[src/rtl/fixed_audio_pkg.sv]
// Shared fixed-point audio types and limits for the gain/saturation datapath.
// Samples and gains are signed Q values with FRACTIONAL_SIZE fraction bits.
package fixed_audio_pkg;

    localparam int unsigned OPERAND_SIZE    = 32;
    localparam int unsigned FRACTIONAL_SIZE = 12;

    typedef logic signed [OPERAND_SIZE-1:0]   sample_t;
    typedef logic signed [2*OPERAND_SIZE-1:0] product_t;

    localparam sample_t ONE        = sample_t'(1) << FRACTIONAL_SIZE;
    localparam sample_t SAMPLE_MAX = {1'b0, {(OPERAND_SIZE-1){1'b1}}};
    localparam sample_t SAMPLE_MIN = {1'b1, {(OPERAND_SIZE-1){1'b0}}};

endpackage

[src/rtl/fixed_multiply.sv]
// Signed fixed-point multiply: full double-width product rescaled by the
// fraction width (arithmetic shift, rounds toward minus infinity).
module fixed_multiply #(
    parameter int unsigned operand_size    = 32,
    parameter int unsigned fractional_size = 12
) (
    input  logic signed [operand_size-1:0]   a,
    input  logic signed [operand_size-1:0]   b,
    output logic signed [2*operand_size-1:0] product
);

    logic signed [2*operand_size-1:0] full;

    always_comb begin
        full    = $signed({{operand_size{a[operand_size-1]}}, a})
                * $signed({{operand_size{b[operand_size-1]}}, b});
        product = full >>> fractional_size;
    end

endmodule

[src/rtl/fixed_saturate.sv]
// Clamps a double-width product to sample range and flags when clamping
// happened. Purely combinational.
module fixed_saturate
    import fixed_audio_pkg::*;
(
    input  product_t product,
    output sample_t  sample,
    output logic     clip
);

    always_comb begin
        sample = product[OPERAND_SIZE-1:0];
        clip   = 1'b0;
        if (product > product_t'(SAMPLE_MAX)) begin
            sample = SAMPLE_MAX;
            clip   = 1'b1;
        end else if (product < product_t'(SAMPLE_MIN)) begin
            sample = SAMPLE_MIN;
            clip   = 1'b1;
        end
    end

endmodule

[src/rtl/fixed_gain_ramp.sv]
// Streaming gain stage: sample * ramped gain, saturated back to sample width.
// Gain walks toward the software target by step_size per accepted sample.
module fixed_gain_ramp
    import fixed_audio_pkg::*;
#(
    parameter int unsigned fractional_size = 12,
    parameter int unsigned operand_size    = 32,
    parameter int unsigned step_size       = 16
) (
    input  logic                           clk,
    input  logic                           rst,
    input  logic signed [operand_size-1:0] target_gain,
    input  logic                           target_valid,
    input  logic signed [operand_size-1:0] in_sample,
    input  logic                           in_valid,
    output logic                           in_ready,
    output logic signed [operand_size-1:0] out_sample,
    output logic                           out_clip,
    output logic                           out_valid,
    input  logic                           out_ready,
    output logic                           ramp_active
);

    localparam logic signed [operand_size:0]   STEP_WIDE = (operand_size+1)'(step_size);
    localparam logic signed [operand_size-1:0] STEP_GAIN = operand_size'(step_size);

    logic signed [operand_size-1:0]   gain;
    logic signed [operand_size-1:0]   target;
    logic signed [operand_size-1:0]   gain_next;
    logic signed [operand_size-1:0]   target_next;
    logic signed [operand_size:0]     diff;
    logic signed [2*operand_size-1:0] mul_product;
    logic signed [2*operand_size-1:0] s1_product;
    logic                             s1_valid;
    logic                             s2_valid;
    logic                             adv2;
    logic                             accept;
    sample_t                          sat_sample;
    logic                             sat_clip;

    assign adv2      = !s2_valid || out_ready;
    assign in_ready  = !s1_valid || adv2;
    assign accept    = in_valid && in_ready;
    assign out_valid = s2_valid;

    fixed_multiply #(
        .operand_size   (operand_size),
        .fractional_size(fractional_size)
    ) u_mul (
        .a      (in_sample),
        .b      (gain),
        .product(mul_product)
    );

    fixed_saturate u_sat (
        .product(s1_product),
        .sample (sat_sample),
        .clip   (sat_clip)
    );

    // Step decision uses the target held before any same-cycle strobe.
    always_comb begin
        diff        = {target[operand_size-1], target} - {gain[operand_size-1], gain};
        gain_next   = gain;
        target_next = target_valid ? target_gain : target;
        if (accept) begin
            if (diff <= STEP_WIDE && diff >= -STEP_WIDE) begin
                gain_next = target;
            end else if (!diff[operand_size]) begin
                gain_next = gain + STEP_GAIN;
            end else begin
                gain_next = gain - STEP_GAIN;
            end
        end
    end

    always_ff @(posedge clk) begin
        if (rst) begin
            gain        <= '0;
            target      <= '0;
            ramp_active <= 1'b0;
            s1_valid    <= 1'b0;
            s1_product  <= '0;
            s2_valid    <= 1'b0;
            out_sample  <= '0;
            out_clip    <= 1'b0;
        end else begin
            gain        <= gain_next;
            target      <= target_next;
            ramp_active <= (gain_next != target_next);
            if (in_ready) begin
                s1_valid <= in_valid;
            end
            if (accept) begin
                s1_product <= mul_product;
            end
            if (adv2) begin
                s2_valid <= s1_valid;
                if (s1_valid) begin
                    out_sample <= sat_sample;
                    out_clip   <= sat_clip;
                end
            end
        end
    end

endmodule

[config.mk]
export PLATFORM = sky130hd
export DESIGN_NAME = fixed_gain_ramp
export DESIGN_NICKNAME = d
export VERILOG_FILES = /design/src/rtl/fixed_audio_pkg.sv /design/src/rtl/fixed_multiply.sv /design/src/rtl/fixed_saturate.sv /design/src/rtl/fixed_gain_ramp.sv
export SDC_FILE = /design/constraint.sdc
export NUM_CORES = 2
export LEC_CHECK = 0
export ABC_AREA = 0
export CORE_MARGIN = 1.5
export CORE_UTILIZATION = 40
export DETAILED_ROUTE_END_ITERATION = 12
export PLACE_DENSITY = 0.55
export SLEW_MARGIN = 20
export SYNTH_ARGS = -nofsm -noshare
export SYNTH_HDL_FRONTEND = slang
export SYNTH_SLANG_ARGS = --single-unit
export TNS_END_PERCENT = 50
[constraint.sdc]
create_clock -name clk -period 11.5 [get_ports clk]
set_input_delay 2.3 -clock clk [delete_from_list [all_inputs] [get_ports clk]]
set_output_delay 2.3 -clock clk [all_outputs]
set_load 0.05 [all_outputs]
==> impl_metrics.toml <==
[critical_path]
cpMaxStageDelayCell = "clkdlybuf4s50_1"
slowest_delay_ns = 0.57
crit_end = "s1_product[49]"
r2r_end = "s1_product[47]"
worstSetupPathDepth = 31
r2r_start = "gain[11]"
critPathTopFamily = "adder cells"
crit_buf_inv = 7
rr_worst_depth = 32
cp.required_ns = 11.94
crit_start = "in_sample[15]"
worst_setup_path_end_kind = "flip-flop"
critical-path-top-cell-by-count = "fa_1"
critPathMaxFanout = 25
rrSetupSlack_ns = 1.91
critPathKind = "in2reg"
critPathArrivalTime_ns = 11.37
worst_setup_path_start_kind = "input port"

[yosys]
yosysMostFrequentCell = "fa_1"
synth_common_cells = "fa_1 (1083), inv_1 (1033), nand2_1 (649), and2_1 (520), clkbuf_1 (284)"
synth-warning-count = 0
synth_top_area_share_pct = 47.08
syn_area_mm2 = 0.04605
syn_area_per_cell_um2 = 8.892
yosysUniqueCellTypes = 77
syn-num-nets = 6569
syn_inst = 5179
yosys_most_used_dff = "dfxtp_1"
ys_seq_area_share_pct = 6.607
synthTopCellsByArea = "fa_1 (47%), inv_1 (8.4%), and2_1 (7.1%), dfxtp_1 (6.6%), ha_1 (6.5%)"
ys_ff_latch = 152
async_flop_share_pct = 0
synth_edf_count = 0
yosysTopAreaCell = "fa_1"

[clock_network]
cts_sinks = 152
cts_tree = "done"
cts_max_path_buffers = 2
ctsHtreeMaxLevel = 4
root_buffer = "clkbuf_16"
cts_setup_buffers = 0
cts_hold_buf = 0
cts_resized = 0
clock_latency_ns = 0.52
cts_buffers = 17
clkTransAtPathRegs_ns = 0.08

[timing]
finalSetupTns_ns = 0
slew_headroom_pct = 14.55
hold_viol = 0
min_period_ns = 10.93
finalSetupViolCount = 0
report.final.slew_viol_count = 0
period_share_pct = 95.03
max_freq_mhz = 91.50
worstMarginPinSlew_ns = 1.249
clock_skew_ns = 0.02937
rsz0062_at_grt = "no"

[global_route]
grt_overflow = 0
grt_first_pass_wirelength_mm = 216.4
grt_max_degree = 88
grt_usage_pct = 24.11
grt_pass1_vias = 37590
antenna_found_initial = 3

[min_path]
hp-class = "reg2reg"

[drt]
drt_iter0_markers = 1897
final_antenna_net_count = 0
routed_wl_mm = 134.3
wl_per_cell_um = 20.17
drc = 0
num_vias = 34500
via_per_inst = 5.182
first_pass_iters = 5

[floorplan]
chipWidth_um = 342.3
die-height_um = 342.3
rows = 124
die-area_mm2 = 0.1172
io_pins = 105
coreArea_mm2 = 0.1142
start_util_pct = 40.33

[place]
hpwl_mm = 108.6
gp_congestion = 0.8991
port_buffers = 104

[flow_run]
maxCapViolCount = 0

[final_layout]
fillers = 11500
drive_gt1_share_pct = 4.159
syn2layout_area_growth_pct = 7.914
nNetsFinal = 6522

[run_status]
status = "complete, no violations"
==> worst reg2reg max path: cells and delay by family, from the launching register on <==
kind,cells,cell delay (ns)
AND/OR/NAND/NOR,4,0.92
flip-flops,1,1.03
AO/OA/AOI/OAI,11,2.46
adder cells (fa/ha/maj),9,4.04
XOR/XNOR,1,0.09
buffers and inverters,7,0.96
==> how the worst min path moves through the flow <==
| stage | startpoint | end | slack (ns) | cells past startpoint |
|---|---|---|---|---|
| after floorplan | s1_product[10] | s1_product[10] | 0.43 | 2 |
| after global placement | s1_product[18] | s1_product[18] | 0.44 | 2 |
| after detailed placement | s1_product[12] | s1_product[12] | 0.45 | 2 |
| after CTS | s1_product[7] | s1_product[7] | 0.45 | 2 |
| after global routing | s1_product[21] | s1_product[21] | 0.47 | 2 |
| final | s1_product[28] | s1_product[28] | 0.45 | 2 |
==> cell type report <==
class | count | area (um^2) | area share [%]
clock inverters | 15 | 200.2 | 0.4028
multi-input cells | 3688 | 37980 | 76.42
repair buffers | 240 | 2271 | 4.569
well taps | 1512 | 1892 | 3.807
clock buffers | 17 | 425.4 | 0.8560
diodes | 1 | 2.502 | 0.005035
inverters | 1033 | 3877 | 7.802
flip-flops and latches | 152 | 3050 | 6.138
==> stage by stage <==
stage	std cells	setup WS, ns	area (um^2)	hold WS [ns]	utilization [%]
after floorplan	5179	1.493	46050	0.4322	-
after global placement	6625	0.1092	49070	0.4400	42.97
after detailed placement	6625	0.04801	49070	0.4461	42.97
after CTS	6657	0.5695	49700	0.4547	43.52
after global routing	6658	0.08803	49700	0.4741	43.52
final	6658	0.5710	49700	0.4504	43.52
==> flip-flops by register name, summed over array words and instances (netlist names) <==
signal       count
s1_product      52
gain            32
out_sample      32
target          32
out_clip         1
out_valid        1
ramp_active      1
s1_valid         1
==> logic make-up (layout without fill, tap and decap cells) <==
kind of cell,count (synthesis),after routing,share of synthesized area [%]
AO/OA/AOI/OAI,489,489,6.952
XOR/XNOR,113,113,2.149
adder cells (fa/ha/maj),1321,1321,53.54
buffers and inverters,1339,1305,11.00
flip-flops,152,152,6.607
multiplexers,56,56,1.274
other,0,1,0
AND/OR/NAND/NOR,1709,1709,18.47
==> per-layer routing <==
metal	share of wire, %	global-route usage (%)
met1	41	30.11
met3	3.4	1.864
met4	3.9	8.868
met2	51	43.41
met5	0	0
==> layout by cell type, fill, tap and decap left out, types with 9 or more instances in the layout <==
master,n
o31ai_1,9
buf_12,17
and2_1,519
nor2_1,194
a211oi_1,27
a211o_1,12
or3_1,16
o21a_1,17
buf_4,119
nand4_1,34
clkbuf_16,17
a21oi_1,174
clkdlybuf4s50_1,102
nor4_1,35
a31oi_1,15
inv_1,1033
o41ai_1,13
a311oi_1,18
nand2_1,648
nand2b_1,24
o21ai_0,69
xor2_1,34
ha_1,238
nor3_1,82
o21bai_1,10
dfxtp_1,146
xnor2_1,79
o211ai_1,15
a21o_1,38
nand3_1,53
nor2b_1,36
fa_1,1083
and3_1,22
mux2i_1,44
mux2_2,11
Power is left out: the tool's default activity adds up to more than one toggle a clock period on the data nets, which glitch-free logic cannot reach.
